### src/rtl/router_dst_port_bank.sv
// Destination output stage: one FIFO per router port, drained by vld_out/read_enb.
// Optional read-timeout flush is built when ROUTER_DST_TIMEOUT_EN is defined.
module router_dst_port_bank #(
  parameter int DATA_W  = 8,
  parameter int DEPTH   = 16,
  parameter int N_CH    = 3,
  parameter int TIMEOUT = 30,
  localparam int CH_W   = $clog2(N_CH)
) (
  input  logic                     clock,
  input  logic                     reset,
  input  logic                     wr_en,
  input  logic [CH_W-1:0]          wr_ch,
  input  logic [DATA_W-1:0]        data_in,
  input  logic [N_CH-1:0]          read_enb,
  output logic [N_CH*DATA_W-1:0]   data_out,
  output logic [N_CH-1:0]          vld_out,
  output logic [N_CH-1:0]          full,
  output logic [N_CH-1:0]          soft_reset,
  output logic                     wr_drop
);

  localparam int AW = $clog2(DEPTH);
  localparam int CW = AW + 1;

  logic [N_CH-1:0] rd_fire;
  logic [N_CH-1:0] wr_ok;
  logic [N_CH-1:0] flush;

  assign rd_fire = read_enb & vld_out;

  // a write nobody accepted is reported one cycle later
  always_ff @(posedge clock or posedge reset) begin
    if (reset) wr_drop <= 1'b0;
    else       wr_drop <= wr_en && (wr_ok == '0);
  end

`ifndef ROUTER_DST_TIMEOUT_EN
  logic unused_timeout;
  assign unused_timeout = (TIMEOUT != 0);
`endif

  for (genvar i = 0; i < N_CH; i++) begin : g_ch
    logic [DATA_W-1:0] mem [DEPTH];
    logic [AW-1:0]     rd_ptr;
    logic [AW-1:0]     wr_ptr;
    logic [CW-1:0]     count;
    logic [DATA_W-1:0] dout;
    logic              sel;

    assign sel      = wr_en && (wr_ch == CH_W'(i));
    assign wr_ok[i] = sel && (!full[i] || rd_fire[i]) && !flush[i];
    assign vld_out[i] = (count != '0);
    assign full[i]    = (count == CW'(DEPTH));
    assign data_out[i*DATA_W +: DATA_W] = dout;

    // storage array; contents are only meaningful below count
    always_ff @(posedge clock) begin
      if (wr_ok[i]) mem[wr_ptr] <= data_in;
    end

    // pointers and occupancy; a flush empties the port in one edge
    always_ff @(posedge clock or posedge reset) begin
      if (reset) begin
        rd_ptr <= '0;
        wr_ptr <= '0;
        count  <= '0;
      end else if (flush[i]) begin
        rd_ptr <= '0;
        wr_ptr <= '0;
        count  <= '0;
      end else begin
        if (wr_ok[i])   wr_ptr <= wr_ptr + 1'b1;
        if (rd_fire[i]) rd_ptr <= rd_ptr + 1'b1;
        unique case (1'b1)
          wr_ok[i] && !rd_fire[i]: count <= count + 1'b1;
          rd_fire[i] && !wr_ok[i]: count <= count - 1'b1;
          default: ;
        endcase
      end
    end

    // head word is registered onto this port's slice on a read
    always_ff @(posedge clock or posedge reset) begin
      if (reset)           dout <= '0;
      else if (rd_fire[i]) dout <= mem[rd_ptr];
    end

`ifdef ROUTER_DST_TIMEOUT_EN
    localparam int TO_W = (TIMEOUT > 1) ? $clog2(TIMEOUT) : 1;

    typedef enum logic {S_IDLE, S_WAIT} to_state_t;

    to_state_t       state;
    to_state_t       state_n;
    logic [TO_W-1:0] cnt;
    logic [TO_W-1:0] cnt_n;
    logic            flush_c;
    logic            waiting;

    assign waiting       = vld_out[i] && !read_enb[i];
    assign flush[i]      = flush_c;
    assign soft_reset[i] = flush_c;

    // timeout state and unread-cycle counter
    always_ff @(posedge clock or posedge reset) begin
      if (reset) begin
        state <= S_IDLE;
        cnt   <= '0;
      end else begin
        state <= state_n;
        cnt   <= cnt_n;
      end
    end

    // count consecutive unread valid cycles; flush on the last one
    always_comb begin
      state_n = state;
      cnt_n   = cnt;
      flush_c = 1'b0;
      unique case (state)
        S_IDLE: begin
          cnt_n = '0;
          if (waiting) begin
            if (TIMEOUT == 1) begin
              flush_c = 1'b1;
            end else begin
              state_n = S_WAIT;
              cnt_n   = TO_W'(1);
            end
          end
        end
        S_WAIT: begin
          if (!waiting) begin
            state_n = S_IDLE;
            cnt_n   = '0;
          end else if (cnt == TO_W'(TIMEOUT - 1)) begin
            flush_c = 1'b1;
            state_n = S_IDLE;
            cnt_n   = '0;
          end else begin
            cnt_n = cnt + 1'b1;
          end
        end
        default: begin
          state_n = S_IDLE;
          cnt_n   = '0;
        end
      endcase
    end
`else
    assign flush[i]      = 1'b0;
    assign soft_reset[i] = 1'b0;
`endif
  end

endmodule

### config.mk
export PLATFORM = sky130hd
export DESIGN_NAME = router_dst_port_bank
export DESIGN_NICKNAME = d
export VERILOG_FILES = /design/src/rtl/router_dst_port_bank.sv
export SDC_FILE = /design/constraint.sdc
export NUM_CORES = 1
export LEC_CHECK = 0
export ABC_AREA = 0
export CELL_PAD_IN_SITES_DETAIL_PLACEMENT = 1
export CELL_PAD_IN_SITES_GLOBAL_PLACEMENT = 1
export CORE_MARGIN = 8
export CORE_UTILIZATION = 54
export CTS_CLUSTER_SIZE = 16
export DETAILED_ROUTE_END_ITERATION = 8
export GPL_TIMING_DRIVEN = 0
export PLACE_DENSITY = 0.89
export SKIP_LAST_GASP = 1
export SYNTH_ARGS = -nofsm -noshare
export SYNTH_HDL_FRONTEND = slang
export SYNTH_SLANG_ARGS = --single-unit
export TNS_END_PERCENT = 50
### constraint.sdc
create_clock -name clock -period 3.2 [get_ports clock]
set_input_delay 0.64 -clock clock [delete_from_list [all_inputs] [get_ports clock]]
set_output_delay 0.64 -clock clock [all_outputs]
set_load 0.005 [all_outputs]
Word level (Yosys, flattened, before mapping):

Memory sizes are Yosys's and may differ from the RTL's. A register that Yosys moved wholly into a read port is not among the register bits.
Cells that the tools add are included.

* bits in latches: 0
* RAM bits: 384
* memories kept: 3
* input port bits: 16
* memory bits (read-only): 0
* register bits after elaboration: 40

* bitwise operators: 1
* multiply operators: 0
* eq/ne operators: 5
* magnitude comparators: 0
* multiplexer cells: 9
* shift-type cells: 0
* reductions and logical operators: 33
* div/mod/pow operators: 0
* add/subtract/negate cells: 12

Memories
* g_ch[0].mem: depth 16, bits a word 8, read ports 1, clocked after memory_dff 1, write ports 1, RTL line 44 `logic [DATA_W-1:0] mem [DEPTH];`
* g_ch[1].mem: depth 16, bits a word 8, read ports 1, clocked after memory_dff 1, write ports 1, RTL line 44
* g_ch[2].mem: depth 16, bits a word 8, read ports 1, clocked after memory_dff 1, write ports 1, RTL line 44

Operators with widths (count)
* $pmux 5 s2: 3
* $add 4x1->4 const B: 6
* $add 5x1->5 const B: 3
* $eq 5x5->1 const B: 3
* $reduce_bool 5->1: 3
* $sub 5x1->5 const B: 3
* $logic_and 1x1->1: 13
* $logic_not 1->1: 9
* $mux 1: 6
* $reduce_bool 2->1: 3
* $and 3x3->3: 1
* $logic_not 3->1: 1
* $logic_or 1x1->1: 3
* $eq 2x1->1 const B: 1
* $eq 2x2->1 const B: 1
* $logic_not 2->1: 1

Longest topological paths before layout:

* depth after elaboration: 7
* depth in mapped cells: 13
* mapped depth without buffers: 12

Least setup slack after synthesis:

OpenSTA, ideal clock, no wires.

* kind: register to register
* start: register g_ch[2].count[1]
* end: register g_ch[2].count[4]
* required time: 3073 ps
* cell stages (with the launch flop): 12
* buffers on the path: 1
* clock period less this slack: 2866 ps
* arrival: 2739 ps
* slack: 334 ps
* cell sequence: dfrtp_1 > nor4_4 > nand2b_2 > nand2_1 > clkbuf_1 > nor2_1 > fa_1 > a21o_1 > a21oi_1 > mux2_2 > a22oi_1 > o21ai_1

* word-level cells in the longest chain between the ends: 7

Ends and longest elaborated chain
* from (decl): RTL line 47 `logic [CW-1:0] count;`
* from (signal assigned): RTL line 76 `wr_ok[i] && !rd_fire[i]: count <= count + 1'b1;`
* from (signal assigned): RTL line 77 `rd_fire[i] && !wr_ok[i]: count <= count - 1'b1;`
* $reduce_bool 5->1 *: RTL line 53 `assign vld_out[i] = (count != '0);`
* via vld_out[2]: RTL line 17 `output logic [N_CH-1:0] vld_out,`
* $and 3x3->3 *: RTL line 30 `assign rd_fire = read_enb & vld_out;`
* $logic_or 1x1->1: RTL line 52 `assign wr_ok[i] = sel && (!full[i] || rd_fire[i]) && !flush[i];`
* $logic_and 1x1->1: RTL line 52
* $logic_not 1->1: RTL line 77
* $logic_and 1x1->1: RTL line 77
* $pmux 5 s2 or $reduce_bool 2->1 (tied branches)

Mark *: on every way through the listed nets, which the timed path passes. The rest lies on a longest branch.
A chain may end at the register's enable or synchronous reset.

Worst setup path after layout:

* start: register g_ch[0].count[0]
* end: register g_ch[0].count[4]

* word-level cells in the longest chain between the ends: 7

Ends and longest elaborated chain (RTL line)
* from (decl): 47
* from (signal assigned): 76
* from (signal assigned): 77
* $eq 5x5->1 or $reduce_bool 5->1 (tied branches): 54, 53
* $logic_not 1->1 or $and 3x3->3 (tied branches): 52, 30
* $logic_or 1x1->1: 52
* $logic_and 1x1->1: 52
* $logic_not 1->1: 77
* $logic_and 1x1->1: 77
* $pmux 5 s2 or $reduce_bool 2->1 (tied branches)

Several ways; a longest one is shown, not always the timed one.

==> results by group <==
Finish
  • Layout cells sized above 1: 21.48%
  • Layout Cells excl Fill: approximately 1500
  • Design Area, Final: 20540 um^2
  • Antenna Cells: 0
  • Syn-to-layout area delta: 14.31%
  • Layout Nets: between 1000 and 1500

Job
  • Max-Cap Viols: 0

GRT
  • Gr usage total: 24.89%
  • First-pass GRT wire length: about 70 mm
  • Initial antenna violation count: 1
  • Vias in the first global route: about 11000
  • Largest net degree at the start of global routing: 65
  • GRT Residual Overflow: 0

Clocking
  • Bufs on Longest Clock Path: 3
  • Worst-skew pair later-pin latency: 540 ps
  • CTS tree: yes
  • CTS Hold Bufs: 0
  • H-tree depth: 2
  • CTS Buf Count: 44
  • Root buf cell: clkbuf_16
  • CTS sink cnt: roughly 450
  • Clock Pin Slew Worst Setup and Hold Paths: around 70 ps

Die
  • I/O pin total: 50
  • Starting Density: about 54%
  • Vert. Die Dim: just under 200 um
  • Core area: between 30000 and 40000 um^2
  • Die Area: just under 40000 um^2
  • # rows: 67
  • Die width: just under 200 um

STA
  • Setup ws final: around 26 ps
  • Worst hold slack: between 400 and 500 ps
  • Final period util: between 90% and 100%
  • Number of hold violations in the final report: 0
  • Transition time of the tightest slew-check pin: roughly 1400 ps
  • Final setup fails: 0
  • Min Tclk post-route: ~3200 ps
  • Clock skew: about 18 ps
  • Fmax: about 0.32 GHz
  • Slew headroom: roughly 7.5%
  • Unrepaired setup endpoints after global routing: true
  • Max Transition Viols Final: 0

Power
  • Int Pwr: roughly 0.013 W
  • Seq pwr share: roughly two fifths
  • Sw power: ~0.0058 W
  • Clock share of power: slightly below 30%
  • Switching Fraction: between 30% and 40%
  • Comb pwr share: between 30% and 40%
  • Static Leak: slightly below 7 nW
  • Power per cell area: approximately 900 nW/um^2
  • Maximum vdd drop: about 460 uV

Setup path
  • Worst Path Required: 3630 ps
  • Crit path max fanout: 10
  • Crit path capture type: flop
  • Critical path's slowest cell: dfrtp_2
  • Worst reg2reg path depth: 13
  • Crit path largest cell delay: roughly 450 ps
  • Top cell by count, worst path: inv_1
  • CP arrival: about 3600 ps
  • Worst-path cell chain: nor4_4 -> nand2_1 -> o21a_1 -> clkbuf_4 -> inv_1 -> ha_2 -> inv_1 -> fa_2 -> nor2b_1 -> o21ai_1 -> nand3_1 -> or3b_1 -> xnor2_1
  • Critical path class: flop to flop
  • CP startpoint kind: flop

Placement
  • Port-buffer cells: 46
  • Pre-CTS WS: -411.3 ps
  • Final HPWL DP: roughly 27 mm
  • Placed cells: approximately 1400
  • GPL Wtd Cong: 0.7787
  • DP Area: approximately 19000 um^2

Detailed routing
  • DR iter-0 viols: approximately 1100
  • DR vias/cell: around 6.4
  • WL/cell: 31.54 um
  • Drt drc: 0
  • Pre-antenna DRT Iters: 5
  • Vias: between 9000 and 10000
  • Final wirelength: roughly 48 mm
  • DRT antenna net count: 0

Min path
  • HP Class: flop to flop
  • Hold Path Depth: 1

Outcome
  • Outcome: completed

Logic synthesis
  • Avg Cell Area, Syn: ~19 um^2
  • Synth Cell Area: 17970 um^2
  • Seq cells post-synth: ~450
  • Post-synthesis async set-or-reset flop share: between 10% and 20%
  • Number of synthesized flops with an enable pin: ~380
  • Cells after Synth: 942
  • Synth unique cells: between 50 and 60
  • YS warnings: 0
  • Most used DFF post-synth: edfxtp_1
  • Register area share after synthesis: around 73%
## Yosys cell counts (all sizes together) (2+ instances only)
cell type  number  area, um^2
o21ai          18       90.09
xor2            5       43.79
o221ai         16       140.1
ha             25       312.8
nor3           12       60.06
nand2b         10       65.06
a21oi          18       108.9
o22ai          16       100.1
dfrtp          64        1602
buf            33       205.2
nand3b          2       15.01
clkbuf         15       56.30
nand2          62       232.7
inv            21       78.82
and2           11       71.32
or2             2       12.51
edfxtp        384       11530
mux4           96        2162
and3b           2       17.52
xnor2          22       192.7
nor2           33       123.9
nand4           6       37.54
a21o            6       45.04
mux2i          26       272.8
nand3           2       10.01
mux2           16       180.2
a22oi           2       15.01
nor4            3       48.80
nor3b           2       15.01
fa              3       60.06
## final cells by class
cell class | instances | area, um^2
multi-input cells | 427 | 4562
fillers | 2763 | 12570
clock inverters | 22 | 257.7
repair buffers | 48 | 452.9
well taps | 448 | 560.5
clock buffers | 58 | 1235
plain buffers | 47 | 260.3
flip-flops and latches | 448 | 13130
inverters | 21 | 81.33
## sequential cells by signal, summed over array words and instances (netlist names)
| name | count |
|---|---|
| g_ch.mem | 384 |
| g_ch.dout | 24 |
| g_ch.count | 15 |
| g_ch.rd_ptr | 12 |
| g_ch.wr_ptr | 12 |
| wr_drop | 1 |
## cells in the final DEF, fill, tap and decap left out, types with 22 or more instances in the layout
cell type	netlist	routed
clkdlybuf4s50_1	0	38
xnor2_1	22	22
nand2_1	62	60
ha_1	25	24
nor2_1	33	33
dfrtp_1	64	63
mux2i_1	25	25
edfxtp_1	384	384
mux4_2	96	96
clkbuf_16	0	45
## stage by stage
stage	utilization, %	setup TNS [ps]	total power [W]
after floorplan	-	0	0.01082
after global placement	57.38	-52700	0.01227
after detailed placement	57.37	-28810	0.01266
after CTS	61.89	-117.9	0.01832
after global routing	62.04	-293.7	0.01892
final	62.04	0	0.01836
## timing repair
action | in CTS | in global routing
endpoints found under the setup margin | 3 | 18
resized for setup | 2 | 7
setup buffers | 0 | 0
## critical path: cells and delay by family, from the launching register on
| kind | cells | cell delay, ps |
|---|---|---|
| XOR/XNOR | 1 | 140 |
| buffers and inverters | 3 | 420 |
| AO/OA/AOI/OAI | 2 | 310 |
| AND/OR/NAND/NOR | 5 | 1130 |
| flip-flops | 1 | 450 |
| adder cells (fa/ha/maj) | 2 | 610 |
## cell families after synthesis
kind of cell               count (synthesis)  synth area share (%)
other                                      1               0.02087
AOI/OAI and AO/OA                         81                 2.994
buffers and inverters                     69                 1.894
muxes                                    138                 14.55
xor gates and xnor gates                  27                 1.316
DFF                                      448                 73.07
adders and majority gates                 28                 2.075
and+or+nand+nor                          150                 4.080
## path summary, 6_finish.rpt
kind / start / endpoint / slack, ps
max: g_ch[0].count[0] / g_ch[0].count[4] / 30
min: g_ch[2].count[4] / g_ch[2].count[4] / 490
max reg2reg: g_ch[0].count[0] / g_ch[0].count[4] / 30
min reg2reg: g_ch[2].count[4] / g_ch[2].count[4] / 490
max in group asynchronous: reset / g_ch[0].count[0] / 2340
min in group asynchronous: reset / g_ch[2].count[1] / 540
## power by group through the flow
| stage | Sequential (W) | Clock [W] | Combinational (W) |
|---|---|---|---|
| 3_3_place_gp | 0.00735 | 0 | 0.00492 |
| 2_1_floorplan | 0.00728 | 0 | 0.00353 |
| 4_1_cts | 0.00733 | 0.00544 | 0.00555 |
| 5_1_grt | 0.00739 | 0.00564 | 0.00589 |
| 6_report | 0.00735 | 0.00542 | 0.00558 |
| 3_5_place_dp | 0.00740 | 0 | 0.00526 |
## metal layers
layer	track usage (%)	wire, um	up-vias
li1	-	-	3924
met1	31.54	17840	5101
met2	42.82	24680	582
met3	3.993	3381	129
met4	9.909	1999	2
met5	0	16	-
No activity file was read; power rests on OpenSTA's default activity.
